--- config.mk ---
export PLATFORM = sky130hd
export DESIGN_NAME = perf_event_dump_flat
export DESIGN_NICKNAME = d
export VERILOG_FILES = /design/src/rtl/perf_event_dump_if.sv /design/src/rtl/perf_event_dump.sv /design/src/flat_wrapper.sv
export SDC_FILE = /design/constraint.sdc
export NUM_CORES = 1
export LEC_CHECK = 0
export BUFFER_PORTS_ARGS = -buffer_cell sky130_fd_sc_hd__buf_2
export CORE_MARGIN = 3
export CORE_UTILIZATION = 30
export CTS_CLUSTER_DIAMETER = 40
export CTS_CLUSTER_SIZE = 20
export DETAILED_ROUTE_END_ITERATION = 8
export GPL_ROUTABILITY_DRIVEN = 0
export PLACE_DENSITY = 0.42
export SLEW_MARGIN = 15
export SYNTH_ARGS = -nofsm -noshare
export SYNTH_HDL_FRONTEND = slang
export SYNTH_SLANG_ARGS = --single-unit
--- constraint.sdc ---
create_clock -name clk -period 6.9 [get_ports clk]
set_input_delay 1.035 -clock clk [delete_from_list [all_inputs] [get_ports clk]]
set_output_delay 1.035 -clock clk [all_outputs]
set_load 0.01 [all_outputs]
--- src/rtl/perf_event_dump_if.sv ---
// Byte stream from the event dumper to the UART TX FIFO (valid/ready).
interface perf_event_dump_if;
  logic [7:0] tx_data;
  logic       tx_valid;
  logic       tx_ready;

  modport master (output tx_data, output tx_valid, input tx_ready);
  modport slave  (input tx_data, input tx_valid, output tx_ready);
endinterface

--- src/rtl/perf_event_dump.sv ---
// Counts rising edges on event strobes and streams periodic or triggered
// snapshots as ASCII hex text frames: <tag><hex digits>... CR LF.
module perf_event_dump #(
  parameter int unsigned NUM_CH      = 8,
  parameter int unsigned CNT_W       = 16,
  parameter int unsigned PERIOD      = 60000,
  parameter int unsigned CLR_ON_SNAP = 0,
  parameter logic [7:0]  TAG_BASE    = 8'h61
) (
  input  logic              clk,
  input  logic              rstn,
  input  logic [NUM_CH-1:0] evt_i,
  input  logic              trig_i,
  input  logic              clr_i,
  perf_event_dump_if.master tx,
  output logic              busy_o,
  output logic              overrun_o
);

  localparam int unsigned NIB   = CNT_W / 4;
  localparam int unsigned NIB_W = (NIB > 1) ? $clog2(NIB) : 1;
  localparam int unsigned CH_W  = (NUM_CH > 1) ? $clog2(NUM_CH) : 1;
  localparam int unsigned TMR_W = $clog2(PERIOD);
  localparam logic [CNT_W-1:0] CNT_MAX  = '1;
  localparam logic [TMR_W-1:0] TMR_LAST = TMR_W'(PERIOD - 1);
  localparam logic [CH_W-1:0]  CH_LAST  = CH_W'(NUM_CH - 1);
  localparam logic [NIB_W-1:0] NIB_LAST = NIB_W'(NIB - 1);

  typedef enum logic [2:0] {S_IDLE, S_TAG, S_DIGIT, S_CR, S_LF} state_e;

  state_e                         state_q, state_d;
  logic [CH_W-1:0]                ch_q, ch_d;
  logic [NIB_W-1:0]               nib_q, nib_d;
  logic [NUM_CH-1:0]              prev_q, prev_d;
  logic [NUM_CH-1:0][CNT_W-1:0]   cnt_q, cnt_d, cnt_inc;
  logic [NUM_CH-1:0][CNT_W-1:0]   shadow_q, shadow_d;
  logic [TMR_W-1:0]               timer_q, timer_d;
  logic                           overrun_q, overrun_d;
  logic [7:0]                     tx_data_q, tx_data_d;
  logic                           tx_valid_q, tx_valid_d;
  logic                           busy_q, busy_d;
  logic [NUM_CH-1:0]              rise;
  logic                           snap_req, snap, fire;
  logic [CNT_W-1:0]               word;
  logic [3:0]                     nib_v;

  assign fire = tx_valid_q & tx.tx_ready;

  // Edge detect, saturating counters, snapshot timer and overrun flag
  always_comb begin
    prev_d    = evt_i;
    rise      = evt_i & ~prev_q;
    timer_d   = (timer_q == TMR_LAST) ? '0 : timer_q + TMR_W'(1);
    snap_req  = trig_i | (timer_q == TMR_LAST);
    snap      = snap_req && (state_q == S_IDLE);
    shadow_d  = shadow_q;
    cnt_inc   = cnt_q;
    cnt_d     = cnt_q;
    for (int k = 0; k < NUM_CH; k++) begin
      if (rise[k] && (cnt_q[k] != CNT_MAX)) cnt_inc[k] = cnt_q[k] + CNT_W'(1);
      if (clr_i)                              cnt_d[k] = '0;
      else if (snap && (CLR_ON_SNAP != 0))    cnt_d[k] = CNT_W'(rise[k]);
      else                                    cnt_d[k] = cnt_inc[k];
    end
    if (snap) shadow_d = cnt_inc;
    overrun_d = overrun_q;
    if (clr_i)                             overrun_d = 1'b0;
    else if (snap_req && state_q != S_IDLE) overrun_d = 1'b1;
  end

  // Frame sequencer: next state and byte position
  always_comb begin
    state_d = state_q;
    ch_d    = ch_q;
    nib_d   = nib_q;
    case (state_q)
      S_IDLE: if (snap) begin
        state_d = S_TAG;
        ch_d    = '0;
        nib_d   = '0;
      end
      S_TAG: if (fire) begin
        state_d = S_DIGIT;
        nib_d   = '0;
      end
      S_DIGIT: if (fire) begin
        if (nib_q == NIB_LAST) begin
          nib_d = '0;
          if (ch_q == CH_LAST) state_d = S_CR;
          else begin
            state_d = S_TAG;
            ch_d    = ch_q + CH_W'(1);
          end
        end else begin
          nib_d = nib_q + NIB_W'(1);
        end
      end
      S_CR:    if (fire) state_d = S_LF;
      S_LF:    if (fire) state_d = S_IDLE;
      default: state_d = S_IDLE;
    endcase
  end

  // Output byte for the upcoming state, so outputs come straight from flops
  always_comb begin
    tx_valid_d = (state_d != S_IDLE);
    busy_d     = (state_d != S_IDLE);
    word       = shadow_d[ch_d];
    nib_v      = '0;
    for (int i = 0; i < NIB; i++) begin
      if (nib_d == NIB_W'(i)) nib_v = word[4*(NIB-1-i) +: 4];
    end
    tx_data_d = '0;
    case (state_d)
      S_TAG:   tx_data_d = TAG_BASE + 8'(ch_d);
      S_DIGIT: tx_data_d = (nib_v < 4'd10) ? 8'h30 + 8'(nib_v) : 8'h37 + 8'(nib_v);
      S_CR:    tx_data_d = 8'h0D;
      S_LF:    tx_data_d = 8'h0A;
      default: tx_data_d = '0;
    endcase
  end

  always_ff @(posedge clk) begin
    if (!rstn) state_q <= S_IDLE;
    else       state_q <= state_d;
  end

  always_ff @(posedge clk) begin
    if (!rstn) begin
      ch_q       <= '0;
      nib_q      <= '0;
      prev_q     <= '0;
      cnt_q      <= '0;
      shadow_q   <= '0;
      timer_q    <= '0;
      overrun_q  <= 1'b0;
      tx_data_q  <= '0;
      tx_valid_q <= 1'b0;
      busy_q     <= 1'b0;
    end else begin
      ch_q       <= ch_d;
      nib_q      <= nib_d;
      prev_q     <= prev_d;
      cnt_q      <= cnt_d;
      shadow_q   <= shadow_d;
      timer_q    <= timer_d;
      overrun_q  <= overrun_d;
      tx_data_q  <= tx_data_d;
      tx_valid_q <= tx_valid_d;
      busy_q     <= busy_d;
    end
  end

  assign tx.tx_data  = tx_data_q;
  assign tx.tx_valid = tx_valid_q;
  assign busy_o      = busy_q;
  assign overrun_o   = overrun_q;

endmodule
--- src/flat_wrapper.sv ---
// flat-port wrapper written by rule: the top's interface ports become plain ports
module perf_event_dump_flat 
#(
  parameter int unsigned NUM_CH      = 8,
  parameter int unsigned CNT_W       = 16,
  parameter int unsigned PERIOD      = 60000,
  parameter int unsigned CLR_ON_SNAP = 0,
  parameter logic [7:0]  TAG_BASE    = 8'h61
)
  (clk, rstn, evt_i, trig_i, clr_i, busy_o, overrun_o, tx_tx_data, tx_tx_valid, tx_tx_ready);
  perf_event_dump_if tx_i ();
  input  logic clk;
  input  logic rstn;
  input  logic [NUM_CH-1:0] evt_i;
  input  logic trig_i;
  input  logic clr_i;
  output logic busy_o;
  output logic overrun_o;
  output wire logic [$bits(tx_i.tx_data)-1:0] tx_tx_data;
  output wire logic [$bits(tx_i.tx_valid)-1:0] tx_tx_valid;
  input wire logic [$bits(tx_i.tx_ready)-1:0] tx_tx_ready;
  assign tx_tx_data = tx_i.tx_data;
  assign tx_tx_valid = tx_i.tx_valid;
  assign tx_i.tx_ready = tx_tx_ready;
  perf_event_dump #(.NUM_CH(NUM_CH), .CNT_W(CNT_W), .PERIOD(PERIOD), .CLR_ON_SNAP(CLR_ON_SNAP), .TAG_BASE(TAG_BASE)) u_core (.clk(clk), .rstn(rstn), .evt_i(evt_i), .trig_i(trig_i), .clr_i(clr_i), .tx(tx_i), .busy_o(busy_o), .overrun_o(overrun_o));
endmodule
# [Word-level counts from Yosys, hierarchy flattened]
# Index checks and enable logic that the tools add are counted.
[totals] reg_bits=298 in_bits=13 wordCells=118
[classes] addsub=14 order_cmp=2 n_eq_ne=22 mux=35 bitwise_logic=5 n_reduce_logical=16
[op_table] op="16-bit by 1-bit adder with 16-bit output (second input constant)" n=9
[op_table] op="16-bit two-way mux" n=9
[op_table] op="128-bit two-way mux" n=1
[op_table] op="16-bit != test (second input constant)" n=8
[op_table] op="16-bit binary-select mux with 3-bit select" n=1
[op_table] op="8-bit one-hot mux with 4 select lines" n=1
[op_table] op="3-bit two-way mux" n=10
[op_table] op="16-bit == test (second input constant)" n=1
[op_table] op="4-bit two-way mux" n=4
[op_table] op="3-bit one-hot mux with 5 select lines" n=1
[op_table] op="6-bit by 4-bit adder with 7-bit output (first input constant)" n=2
[op_table] op="3-bit by 2-bit == test with 1-bit output (second input constant)" n=4
[op_table] op="1-bit logical AND" n=10
[op_table] op="2-bit two-way mux" n=5
[op_table] op="3-bit == test (second input constant)" n=3
[op_table] op="7-bit by 3-bit adder with 8-bit output (first input constant)" n=1
[op_table] op="8-bit bitwise AND" n=1
[op_table] op="8-bit two-way mux" n=1
[op_table] op="8-bit inverter" n=1
[op_table] op="2-bit == test (second input constant)" n=3
[op_table] op="3-bit by 1-bit == test with 1-bit output (second input constant)" n=2
[op_table] op="2-bit one-hot mux with 3 select lines" n=1
[op_table] op="3-bit one-hot mux with 2 select lines" n=1
[op_table] op="3-bit nonzero test" n=2
[op_table] op="11 further kinds" n=12

# [Logic depth before layout (Yosys ltp)]
# Gate-level depths: netlist (run 1).
[depth] ltp_word=14 depth_mapped=20

# [Worst setup path before layout (run 1)]
# No wires, ideal clock.
[synth_path] path_type="input -> register" from="input port trig_i" to="register u_core.tx_data_q[6], in the netlist u_core.tx.tx_data[6]" t_arrival_ns=3.557 path_slack_ns=3.216 cell_stages=17 n_path_buf=4 cell_sequence="a41o_1 buf_2 o221a_2 inv_2 buf_2 buf_2 buf_2 nand2_1 o221ai_1 a21oi_1 a211oi_1 and4_1 ha_1 inv_1 a21o_1 a31oi_1 nor2_1"
[synth_via] elab_chain_cells=13
[synth_rtl] item="start: declaration" line="flat_wrapper.sv:15" source="input logic trig_i;"
[synth_rtl] item="1-bit bitwise OR (*)" line="perf_event_dump.sv:54" source="snap_req = trig_i | (timer_q == TMR_LAST);"
[synth_rtl] item="1-bit logical AND (*)" line="perf_event_dump.sv:55" source="snap = snap_req && (state_q == S_IDLE);"
[synth_rtl] item="3-bit two-way mux (*)" line="perf_event_dump.sv:77" source="S_IDLE: if (snap) begin"
[synth_rtl] item="3-bit one-hot mux with 2 select lines (*)" line="perf_event_dump.sv:76" source="case (state_q)"
[synth_rtl] item="via u_core.ch_d[0]" line="perf_event_dump.sv:32" source="logic [CH_W-1:0] ch_q, ch_d;"
[synth_rtl] item="16-bit binary-select mux with 3-bit select" line="perf_event_dump.sv:108" source="word = shadow_d[ch_d];"
[synth_rtl] item="16-bit two-way mux (not written as such)" line="perf_event_dump.sv:108"
[synth_rtl] item="4-bit two-way mux (4 in series)" line="perf_event_dump.sv:111" source="if (nib_d == NIB_W'(i)) nib_v = word[4*(NIB-1-i) +: 4];"
[synth_rtl] item="6-bit by 4-bit adder with 7-bit output or 4-bit < comparator (tied branches)" line="perf_event_dump.sv:116" source="S_DIGIT: tx_data_d = (nib_v < 4'd10) ? 8'h30 + 8'(nib_v) : 8'h37 + 8'(nib_v);"
[synth_rtl] item="8-bit two-way mux" line="perf_event_dump.sv:116"
[synth_rtl] item="8-bit one-hot mux with 4 select lines (*)" line="perf_event_dump.sv:114" source="case (state_d)"
[synth_rtl] item="end signal: assignment" line="perf_event_dump.sv:148" source="tx_data_q <= tx_data_d;"
[synth_rtl] item="end: declaration" line="perf_event_dump.sv:39" source="logic [7:0] tx_data_q, tx_data_d;"
# Mark *: on every way through the listed nets, which the timed path passes. The rest lies on a longest branch. The select of a mux whose other input is x is not followed.
# A chain may end at the register's enable or synchronous reset.

# [Worst setup path after layout (run 1)]
[layout_path] from="register u_core.ch_q[0]" to="register u_core.tx_data_q[6], in the netlist u_core.tx.tx_data[6]"
[layout_via] elab_chain_cells=14
[layout_rtl] item="start: declaration" line="perf_event_dump.sv:32"
[layout_rtl] item="start signal: assignment" line="perf_event_dump.sv:141" source="ch_q <= ch_d;"
[layout_rtl] item="3-bit by 1-bit adder with 3-bit output or 3-bit == test (tied branches)" line="perf_event_dump.sv:92, perf_event_dump.sv:89"
[layout_rtl] item="3-bit two-way mux" line="perf_event_dump.sv:89" source="if (ch_q == CH_LAST) state_d = S_CR;"
[layout_rtl] item="3-bit two-way mux" line="perf_event_dump.sv:87" source="if (nib_q == NIB_LAST) begin"
[layout_rtl] item="3-bit two-way mux" line="perf_event_dump.sv:86" source="S_DIGIT: if (fire) begin"
[layout_rtl] item="3-bit one-hot mux with 2 select lines" line="perf_event_dump.sv:76"
[layout_rtl] item="16-bit binary-select mux with 3-bit select" line="perf_event_dump.sv:108"
[layout_rtl] item="16-bit two-way mux (not written as such)" line="perf_event_dump.sv:108"
[layout_rtl] item="4-bit two-way mux (4 in series)" line="perf_event_dump.sv:111"
[layout_rtl] item="6-bit by 4-bit adder with 7-bit output or 4-bit < comparator (tied branches)" line="perf_event_dump.sv:116"
[layout_rtl] item="8-bit two-way mux" line="perf_event_dump.sv:116"
[layout_rtl] item="8-bit one-hot mux with 4 select lines (*)" line="perf_event_dump.sv:114"
# Mark *: on every way between the ends. The rest lies on a longest branch, timed or not. The select of a mux whose other input is x is not followed.

==> impl_metrics.sql, run 1 <==
INSERT INTO impl_metrics (metric_group, metric, value, unit) VALUES
('critical_path', 'cp_capture_point', 'u_core.tx.tx_data[6]$_SDFF_PN0_', ''),
('clocking', 'clock_tree_buf_depth', '3', ''),
('pwr', 'power_frac_clock', '0.572', ''),
('die', 'placementRows', '79', ''),
('clocking', 'cts_made_buffers', '54', ''),
('critical_path', 'critical_path_peak_fanout', '29', ''),
('drt', 'drt_pass1_iterations', '5', ''),
('critical_path', 'critPathSlowestCell', 'nor2_1', ''),
('timing', 'setup_viol', '0', ''),
('synth', 'count_of_flip_flops_with_a_built_in_enable_after_synthesis', '0', ''),
('critical_path', 'critPathRequiredTime', '7.35', 'ns'),
('final_layout', 'drive_above_1_share', '0.0981', ''),
('timing', 'final_min_period_over_clock_period', '0.746', ''),
('pwr', 'p_sw', '0.00119', 'W'),
('pwr', 'combPwrFrac', '0.052', ''),
('synth', 'synth.area.mux_share', '0.0243', ''),
('grt', 'grt_remaining_overflow', '0', ''),
('critical_path', 'regToRegSetupSlack', '1.75', 'ns'),
('synth', 'netlist_area', '14200', 'sq um'),
('grt', 'grt_antenna_before_repair', '1', ''),
('clocking', 'htree_num_levels', '2', ''),
('final_layout', 'layout_common_cells', '297 x dfxtp_1, 273 x nor2_1, 146 x nand2_1, 94 x o21ai_0, 72 x a21oi_1', ''),
('placement', 'port_buffers', '22', ''),
('critical_path', 'crit_path_max_incr_delay', '0.74', 'ns'),
('drt', 'ant_nets', '0', ''),
('synth', 'synthArstFlopShare', '0', ''),
('grt', 'globalRouteTotalUtil', '0.178', ''),
('grt', 'grt_pass1_wl', '70300', 'um'),
('worst_hold_path', 'hold_class', 'flop to flop', ''),
('clocking', 'post-cts-setup-buffers', '0', ''),
('grt', 'first_global_vias', '11900', ''),
('drt', 'drt-initial-drc-count', '1011', ''),
('critical_path', 'worst_setup_path_end_kind', 'flop', ''),
('critical_path', 'signal_arrival_time_at_the_worst_endpoint', '5.59', 'ns'),
('final_layout', 'final_core_utilization', '0.359', ''),
('final_layout', 'regArea', '5950', 'sq um'),
('timing', 'hold-worst-slack', '0.451', 'ns'),
('final_layout', 'num_antenna_cells', '0', ''),
('clocking', 'clock_sink_count', '297', ''),
('clocking', 'clock_latency', '0.60', 'ns'),
('clocking', 'clock_tree_from_tritoncts', 'yes', ''),
('synth', 'seq_area_frac_synth', '0.418', ''),
('pwr', 'power.density', '284', 'nW/um^2'),
('timing', 'max_clock_freq', '194', 'MHz'),
('run_status', 'result_of_the_run', 'complete, no violations', ''),
('clocking', 'clkSlewWorstSetupHoldPaths', '0.05', 'ns'),
('critical_path', 'cp-startpoint', 'u_core.ch_q[0]$_SDFF_PN0_', ''),
('synth', 'ys_warn_count', '0', ''),
('timing', 'finalClockSkew', '0.0286', 'ns'),
('synth', 'synth-seq-cells', '297', ''),
('clocking', 'ctsHoldBuffers', '0', ''),
('timing', 'timing.final.crit_period', '5.15', 'ns'),
('grt', 'grt_start_max_net_pins', '89', ''),
('die', 'coreArea', '46700', 'sq um'),
('pwr', 'internal_pwr_total', '0.00358', 'W'),
('final_layout', 'area_growth', '17.9', '%'),
('critical_path', 'worst_setup_path_start_kind', 'flop', ''),
('drt', 'via_count', '12500', ''),
('synth', 'synth-xor-area-share', '0.0523', ''),
('timing', 'hold_violation_count_in_the_final_report', '0', ''),
('synth', 'compound_gate_portion_of_the_synthesized_area', '0.176', ''),
('drt', 'totalWireLength', '45200', 'um'),
('drt', 'vias_per_cell', '5.25', ''),
('pwr', 'leakage', '5.76', 'nW'),
('pwr', 'power_frac_seq', '0.376', ''),
('timing', 'grt_setup_unrepaired', 'no', ''),
('synth', 'synth_top_family_by_area', 'simple AND/OR/NAND/NOR gates', ''),
('critical_path', 'crit-reg2reg-capture', 'u_core.tx.tx_data[6]$_SDFF_PN0_', ''),
('synth', 'synth-adder-area-share', '0.0114', ''),
('timing', 'final_max_slew_viol_count', '0', ''),
('clocking', 'cts-root-buf', 'clkbuf_16', '');
[worst min-delay path by stage]
| stage | depth (start not counted) | startpoint | endpoint | slack, ns |
|---|---|---|---|---|
| floorplan | 1 | u_core.timer_q[0]$_SDFF_PP0_ | u_core.timer_q[0]$_SDFF_PP0_ | 0.43 |
| global placement | 2 | u_core.shadow_q[13]$_SDFF_PN0_ | u_core.shadow_q[13]$_SDFF_PN0_ | 0.44 |
| detailed placement | 2 | u_core.shadow_q[13]$_SDFF_PN0_ | u_core.shadow_q[13]$_SDFF_PN0_ | 0.45 |
| CTS | 2 | u_core.shadow_q[13]$_SDFF_PN0_ | u_core.shadow_q[13]$_SDFF_PN0_ | 0.46 |
| global route | 2 | u_core.shadow_q[13]$_SDFF_PN0_ | u_core.shadow_q[13]$_SDFF_PN0_ | 0.48 |
| finish | 2 | u_core.shadow_q[13]$_SDFF_PN0_ | u_core.shadow_q[13]$_SDFF_PN0_ | 0.45 |
[registers in the layout, indices dropped and copies added (netlist names)]
signal              cells
u_core.overrun_o        1
u_core.prev_q           8
u_core.nib_q            2
u_core.timer_q         16
u_core.tx.tx_valid      1
u_core.ch_q             3
u_core.tx.tx_data       7
u_core.cnt_q          128
u_core.shadow_q       128
u_core.state_q          3
[stage by stage]
stage	setup slack, ns	power (W)	instance area [sq um]	std cells
CTS	1.86	0.00484	16800	2391
floorplan	3.22	0.00199	14200	1742
global route	1.41	0.00495	16800	2391
finish	1.75	0.00477	16800	2391
detailed placement	1.67	0.00208	14900	2289
global placement	1.84	0.00208	14900	2289
[cell families (layout without fill, tap and decap cells)]
group	count (synthesis)	after routing
compound gates	386	386
xor+xnor	84	84
fa+ha+maj	13	13
buf+inv	127	169
flops	297	297
mux	34	34
other cells	1	1
simple gates	800	800
[synthesized netlist by cell type (26+ instances only)]
cell type  instances  area, sq um
dfxtp_1          297         5950
nor2_1           273         1020
nand2_1          146          548
o21ai_0           94          470
a21oi_1           72          360
a211oi_1          70          526
nand3_1           70          350
and2_1            62          388
clkbuf_1          62          233
nor3_1            49          245
nand4_1           46          288
xnor2_1           46          403
xor2_1            37          324
mux2i_1           30          300
buf_2             26          130
nor4_1            26          163
[area by class of cell]
class | instances | share of cell area
clock inverter | 37 | 0.0257
inverter | 29 | 0.00649
sequential | 297 | 0.355
tap | 607 | 0.0453
clock buffer | 65 | 0.0879
multi-input combinational | 1318 | 0.464
timing repair buffer | 38 | 0.0160
[critical path: cells and delay by family (launching register included)]
kind | cells | cell delay, ns
compound gates | 5 | 1.91
simple gates | 4 | 1.52
fa+ha+maj | 2 | 0.53
buf+inv | 3 | 0.51
flops | 1 | 0.50
[metal layers]
metal,up-vias,share of wire,GRT usage
met4,0,0.029,0.0590
met5,-,0,0
li1,6289,-,-
met2,264,0.43,0.268
met3,85,0.053,0.0387
met1,5907,0.49,0.253
[power by group through the flow]
stage	logic, W	registers (W)	clock network (W)
2_1_floorplan	0.000174	0.00182	0
3_3_place_gp	0.000250	0.00183	0
3_5_place_dp	0.000251	0.00183	0
4_1_cts	0.000252	0.00179	0.00279
5_1_grt	0.000277	0.00180	0.00287
6_report	0.000248	0.00179	0.00273
Power figures use the tool's default switching activity.
==> run 2: changes to the inputs <==
--- a/config.mk
+++ b/config.mk
@@ -12,7 +12,7 @@
 export CTS_CLUSTER_SIZE = 20
 export DETAILED_ROUTE_END_ITERATION = 8
 export GPL_ROUTABILITY_DRIVEN = 0
-export PLACE_DENSITY = 0.42
+export PLACE_DENSITY = 0.44
 export SLEW_MARGIN = 15
 export SYNTH_ARGS = -nofsm -noshare
 export SYNTH_HDL_FRONTEND = slang
==> constraint.sdc (replaced) <==
create_clock -name clk -period 4.4 [get_ports clk]
set_input_delay 0.66 -clock clk [delete_from_list [all_inputs] [get_ports clk]]
set_output_delay 0.66 -clock clk [all_outputs]
set_load 0.01 [all_outputs]
==> impl_metrics.sql, run 2 (synthesis gave the netlist of run 1 again) <==
INSERT INTO impl_metrics (metric_group, metric, value, unit) VALUES
('critical_path', 'worst_setup_path_start_kind', 'flop', ''),
('final_layout', 'area_growth', '22.5', '%'),
('critical_path', 'critPathSlowestCell', 'or4_4', ''),
('grt', 'grt_remaining_overflow', '0', ''),
('die', 'floorplan.io_pins', '24', ''),
('grt', 'grt_pass1_wl', '71900', 'um'),
('die', 'placementRows', '79', ''),
('clocking', 'clock_sink_count', '297', ''),
('final_layout', 'drive_above_1_share', '0.127', ''),
('pwr', 'max-vdd-ir-drop', '0.280', 'mV'),
('drt', 'via_count', '12900', ''),
('job', 'max_cap_viol_count', '0', ''),
('final_layout', 'fillers', '4797', ''),
('pwr', 'leakage', '6.14', 'nW'),
('critical_path', 'critical_path_peak_fanout', '29', ''),
('drt', 'post_drt_wl_per_cell', '18.9', 'um'),
('die', 'die_y', '224', 'um'),
('timing', 'setup_viol', '0', ''),
('drt', 'ant_nets', '0', ''),
('timing', 'hold_violation_count_in_the_final_report', '0', ''),
('timing', 'max-slew-margin-rel', '0.439', ''),
('critical_path', 'timing.setup.critical_path_class', 'flop to flop', ''),
('timing', 'timing.setup.tns', '0', 'ns'),
('die', 'initial_core_util', '0.305', ''),
('drt', 'totalWireLength', '46100', 'um'),
('die', 'coreArea', '46700', 'sq um'),
('drt', 'route.detailed.drc', '0', ''),
('critical_path', 'crit_path_max_incr_delay', '0.60', 'ns'),
('critical_path', 'worst_setup_path_end_kind', 'flop', ''),
('pwr', 'power.density', '465', 'nW/um^2'),
('final_layout', 'regArea', '5950', 'sq um'),
('timing', 'max_clock_freq', '250', 'MHz'),
('critical_path', 'path_delay_family', 'compound AO/OA/AOI/OAI gates', ''),
('run_status', 'result_of_the_run', 'complete, no violations', ''),
('clocking', 'cts-root-buf', 'clkbuf_16', ''),
('die', 'floorplan.die_area', '50000', 'sq um'),
('critical_path', 'signal_arrival_time_at_the_worst_endpoint', '4.47', 'ns'),
('final_layout', 'num_antenna_cells', '0', ''),
('timing', 'timing.final.crit_period', '3.99', 'ns'),
('critical_path', 'crit_buf_inv', '3', ''),
('critical_path', 'critical_path.cell_chain', 'ha_1 > and4_1 > a41o_2 > o221a_2 > inv_2 > nor2_1 > a221oi_1 > nor4_1 > or4_4 > inv_2 > ha_1 > inv_1 > a21o_1 > a31oi_1 > nor2_1', ''),
('clocking', 'clock_tree_from_tritoncts', 'yes', ''),
('clocking', 'post-cts-setup-buffers', '0', ''),
('timing', 'grt_setup_unrepaired', 'no', ''),
('timing', 'timing_worst_slew_pin_value', '0.840', 'ns'),
('grt', 'grt_antenna_before_repair', '0', ''),
('worst_hold_path', 'hold_class', 'primary input to flop', ''),
('final_layout', 'layout_common_cells', '297 x dfxtp_1, 273 x nor2_1, 146 x nand2_1, 93 x o21ai_0, 72 x a21oi_1', ''),
('grt', 'first_global_vias', '12200', ''),
('critical_path', 'critPathRequiredTime', '4.88', 'ns'),
('final_layout', 'multiInputGateArea', '7800', 'sq um'),
('timing', 'final_min_period_over_clock_period', '0.908', ''),
('clocking', 'clkSlewWorstSetupHoldPaths', '0.05', 'ns'),
('grt', 'globalRouteTotalUtil', '0.182', ''),
('final_layout', 'layout.cells.most_common', 'dfxtp_1', ''),
('drt', 'drt-initial-drc-count', '878', ''),
('clocking', 'cts_made_buffers', '60', ''),
('clocking', 'clock_latency', '0.61', 'ns'),
('clocking', 'clock_tree_buf_depth', '3', ''),
('drt', 'drt_pass1_iterations', '5', ''),
('timing', 'finalClockSkew', '0.0208', 'ns'),
('pwr', 'total_power', '0.00810', 'W'),
('final_layout', 'layout_top_registers', 'u_core.cnt_q (128), u_core.shadow_q (128), u_core.timer_q (16)', ''),
('timing', 'final_max_slew_viol_count', '0', ''),
('placement', 'port_buffers', '22', ''),
('clocking', 'htree_num_levels', '2', ''),
('grt', 'grt_start_max_net_pins', '64', ''),
('die', 'die-width', '224', 'um'),
('final_layout', 'design.final.nets', '1811', ''),
('placement', 'place_hpwl', '33200', 'um'),
('drt', 'vias_per_cell', '5.30', '');
run 2: through the flow:
step / area, sq um / util / setup WS (ns) / std cells / hold slack [ns]
global route: 17400 / 0.373 / 0.0850 / 2444 / 0.270
CTS: 17400 / 0.373 / 0.246 / 2444 / 0.260
finish: 17400 / 0.373 / 0.406 / 2444 / 0.296
floorplan: 14200 / - / 0.946 / 1742 / 0.426
global placement: 15200 / 0.326 / 0.339 / 2330 / 0.442
detailed placement: 15200 / 0.326 / 0.275 / 2330 / 0.450
run 2: repair_timing:
| item | 4_1_cts | 5_1_grt |
|---|---|---|
| resized for setup | 0 | 5 |
| setup endpoints to repair | 0 | 3 |
| hold buffers | 0 | 0 |
run 2: cell type report:
type,instances,area share
Multi-Input combinational cell,1318,0.448
Clock inverter,47,0.0343
Sequential cell,297,0.341
Timing Repair Buffer,79,0.0352
Clock buffer,67,0.0912
Inverter,29,0.00625
Tap cell,607,0.0436
run 2: worst paths after layout:
kind	start	endpoint	slack, ns	cells past startpoint
setup / recovery	u_core.timer_q[0]$_SDFF_PP0_	u_core.tx.tx_data[6]$_SDFF_PN0_	0.41	15
hold / removal	evt_i[5]	u_core.prev_q[5]$_SDFF_PN0_	0.30	2
setup reg to reg	u_core.timer_q[0]$_SDFF_PP0_	u_core.tx.tx_data[6]$_SDFF_PN0_	0.41	15
hold reg to reg	u_core.timer_q[0]$_SDFF_PP0_	u_core.timer_q[0]$_SDFF_PP0_	0.46	1
run 2: worst register-to-register path, cell delays in order, from the launching register on:
cell and delay (ns):
dfxtp_1 0.33, ha_1 0.24, and4_1 0.27, a41o_2 0.39, o221a_2 0.36, inv_2 0.45, nor2_1 0.12, a221oi_1 0.37
nor4_1 0.09, or4_4 0.60, inv_2 0.08, ha_1 0.18, inv_1 0.05, a21o_1 0.16, a31oi_1 0.16, nor2_1 0.06
run 2: routing by layer:
metal	global-route usage	up-vias	share of wire
met1	0.254	6169	0.48
met2	0.280	303	0.43
li1	-	6383	-
met5	0	-	0
met3	0.0397	94	0.053
met4	0.0634	0	0.032
run 2: report_power, final:
group          switching, W  leakage, nW  internal (W)  total, W
Sequential        0.0000481         2.41       0.00277   0.00281
Clock               0.00164         1.07       0.00322   0.00486
Combinational      0.000279         2.66      0.000143  0.000423
==> run 3: changes to the inputs <==
--- a/config.mk
+++ b/config.mk
@@ -5,14 +5,14 @@
 export SDC_FILE = /design/constraint.sdc
 export NUM_CORES = 1
 export LEC_CHECK = 0
+export ABC_AREA = 0
 export BUFFER_PORTS_ARGS = -buffer_cell sky130_fd_sc_hd__buf_2
-export CORE_MARGIN = 3
 export CORE_UTILIZATION = 30
 export CTS_CLUSTER_DIAMETER = 40
 export CTS_CLUSTER_SIZE = 20
 export DETAILED_ROUTE_END_ITERATION = 8
 export GPL_ROUTABILITY_DRIVEN = 0
-export PLACE_DENSITY = 0.44
+export PLACE_DENSITY = 0.42
 export SLEW_MARGIN = 15
 export SYNTH_ARGS = -nofsm -noshare
 export SYNTH_HDL_FRONTEND = slang
==> constraint.sdc (replaced) <==
create_clock -name clk -period 5.1 [get_ports clk]
set_input_delay 0.765 -clock clk [delete_from_list [all_inputs] [get_ports clk]]
set_output_delay 0.765 -clock clk [all_outputs]
set_load 0.01 [all_outputs]
==> impl_metrics.sql, run 3 (synthesis gave the netlist of run 1 again) <==
INSERT INTO impl_metrics (metric_group, metric, value, unit) VALUES
('worst_hold_path', 'timing.hold.worst_path_depth', '2', ''),
('timing', 'timing.setup.tns', '0', 'ns'),
('critical_path', 'timing.reg2reg.worst_path_depth', '14', ''),
('timing', 'max_clock_freq', '224', 'MHz'),
('grt', 'use_met3', '0.0330', ''),
('timing', 'final_max_slew_viol_count', '0', ''),
('grt', 'globalRouteTotalUtil', '0.190', ''),
('critical_path', 'crit-reg2reg-launch', 'u_core.timer_q[0]$_SDFF_PP0_', ''),
('clocking', 'clock_tree_buf_depth', '3', ''),
('die', 'placementRows', '79', ''),
('critical_path', 'crit-reg2reg-capture', 'u_core.tx.tx_data[0]$_SDFF_PN0_', ''),
('grt', 'grt_antenna_before_repair', '0', ''),
('placement', 'place_ws', '0.676', 'ns'),
('grt', 'grt_util_met1', '0.268', ''),
('clocking', 'cts-root-buf', 'clkbuf_16', ''),
('final_layout', 'layout.cells.most_common', 'dfxtp_1', ''),
('die', 'coreArea', '46700', 'sq um'),
('timing', 'final_min_period_over_clock_period', '0.876', ''),
('run_status', 'result_of_the_run', 'finished, violations left', ''),
('timing', 'timing_worst_slew_pin_value', '1.02', 'ns'),
('grt', 'busiest_layer', 'met2', ''),
('pwr', 'max-vdd-ir-drop', '0.231', 'mV'),
('grt', 'grt_remaining_overflow', '0', ''),
('final_layout', 'fillers', '4838', ''),
('critical_path', 'worst_setup_path_end_kind', 'flop', ''),
('clocking', 'cts-resized-gates', '0', ''),
('final_layout', 'drive_above_1_share', '0.117', ''),
('timing', 'max-slew-margin-rel', '0.317', ''),
('final_layout', 'design.final.nets', '1797', ''),
('drt', 'post_drt_wl_per_cell', '18.7', 'um'),
('drt', 'drt-initial-drc-count', '887', ''),
('clocking', 'ctsHoldBuffers', '0', ''),
('die', 'floorplan.die_area', '48300', 'sq um'),
('critical_path', 'critPathRequiredTime', '5.62', 'ns'),
('clocking', 'post-cts-setup-buffers', '0', ''),
('clocking', 'clock_tree_from_tritoncts', 'yes', ''),
('timing', 'finalClockSkew', '0.0454', 'ns'),
('die', 'floorplan.io_pins', '24', ''),
('clocking', 'clkSlewWorstSetupHoldPaths', '0.05', 'ns'),
('timing', 'grt_setup_unrepaired', 'no', ''),
('final_layout', 'layout_common_cells', '297 x dfxtp_1, 273 x nor2_1, 146 x nand2_1, 94 x o21ai_0, 72 x a21oi_1', ''),
('timing', 'timing.final.crit_period', '4.47', 'ns'),
('die', 'initial_core_util', '0.305', ''),
('timing', 'hold_violation_count_in_the_final_report', '0', ''),
('critical_path', 'cp_capture_point', 'u_core.tx.tx_data[0]$_SDFF_PN0_', ''),
('grt', 'first_global_vias', '11700', ''),
('placement', 'place_hpwl', '32600', 'um'),
('pwr', 'leakage', '6.02', 'nW'),
('die', 'die-width', '220', 'um'),
('die', 'die_y', '220', 'um'),
('final_layout', 'num_antenna_cells', '0', ''),
('critical_path', 'critical_path_peak_fanout', '35', ''),
('grt', 'grt_start_max_net_pins', '50', ''),
('drt', 'vias_per_cell', '5.20', ''),
('critical_path', 'timing.setup.critical_path_class', 'flop to flop', ''),
('critical_path', 'cp-startpoint', 'u_core.timer_q[0]$_SDFF_PP0_', ''),
('worst_hold_path', 'hold_path_origin', 'evt_i[3]', ''),
('drt', 'ant_nets', '0', ''),
('pwr', 'power.density', '399', 'nW/um^2'),
('clocking', 'clock_latency', '0.63', 'ns'),
('clocking', 'clock_sink_count', '297', ''),
('worst_hold_path', 'hold_class', 'primary input to flop', ''),
('timing', 'worst_slack', '0.635', 'ns'),
('grt', 'grt_pass1_wl', '70100', 'um'),
('drt', 'totalWireLength', '45400', 'um'),
('final_layout', 'area_growth', '21.0', '%'),
('clocking', 'htree_num_levels', '2', ''),
('final_layout', 'layout_top_registers', 'u_core.cnt_q (128), u_core.shadow_q (128), u_core.timer_q (16)', ''),
('grt', 'grt_met2_use', '0.288', ''),
('critical_path', 'regToRegSetupSlack', '0.63', 'ns'),
('critical_path', 'worst_setup_path_start_kind', 'flop', ''),
('placement', 'port_buffers', '22', ''),
('timing', 'setup_viol', '0', ''),
('job', 'max_cap_viol_count', '0', ''),
('drt', 'via_count', '12600', ''),
('critical_path', 'signal_arrival_time_at_the_worst_endpoint', '4.99', 'ns'),
('run_status', 'failed_checks', 'design-rule violations', ''),
('drt', 'drt_pass1_iterations', '9', ''),
('clocking', 'cts_made_buffers', '59', ''),
('drt', 'route.detailed.drc', '6', '');
==> run 3: cell count changes in the layout (fill, tap and decap cells not counted), sizes merged <==
| cell | change |
|---|---|
| buf | -13 |
| bufinv | -1 |
| clkinvlp | +1 |
| inv | -3 |
==> run 3: cell type report <==
type	instances	area, sq um	share of cell area
multi-input combinational	1318	7780	0.452
sequential	297	5950	0.345
clock buffer	67	1560	0.0904
tap	607	759	0.0441
clock inverter	44	579	0.0337
timing repair buffer	66	478	0.0278
inverter	29	109	0.00633
==> run 3: report_power, final <==
group | internal (W) | switching (W) | leakage, nW
combinational | 0.000118 | 0.000236 | 2.58
clock | 0.00268 | 0.00141 | 1.03
sequential | 0.00239 | 0.0000416 | 2.41
==> run 3: through the flow <==
stage	hold slack [ns]	std cells	total power, W	util	instance area, sq um
2_1_floorplan	0.426	1742	0.00269	-	14200
3_3_place_gp	0.444	2317	0.00283	0.323	15100
3_5_place_dp	0.452	2317	0.00283	0.323	15100
4_1_cts	0.359	2428	0.00698	0.369	17200
5_1_grt	0.387	2428	0.00713	0.369	17200
6_report	0.384	2428	0.00687	0.369	17200
==> run 3: how the worst min path moves through the flow <==
stage	to	slack (ns)
6_report	u_core.prev_q[3]$_SDFF_PN0_	0.38
2_1_floorplan	u_core.timer_q[0]$_SDFF_PP0_	0.43
3_5_place_dp	u_core.shadow_q[13]$_SDFF_PN0_	0.45
4_1_cts	u_core.prev_q[3]$_SDFF_PN0_	0.36
5_1_grt	u_core.prev_q[4]$_SDFF_PN0_	0.39
3_3_place_gp	u_core.timer_q[0]$_SDFF_PP0_	0.44
==> run 3: layer usage <==
layer,part of all wire,up-vias
met1,0.50,5954
met5,0,-
met3,0.045,77
li1,-,6347
met2,0.43,252
met4,0.025,0
==> run 3: critical path: stages, from the launching register on <==
cell	delay, ns
dfxtp_1	0.36
ha_1	0.21
and4_1	0.30
a41oi_2	0.47
nor2_4	0.74
buf_12	0.29
buf_4	0.25
nor2_1	0.08
a211oi_1	0.21
a211oi_1	0.09
or4_1	0.50
nand3_1	0.35
o21ai_2	0.15
xor2_1	0.16
o21a_1	0.16
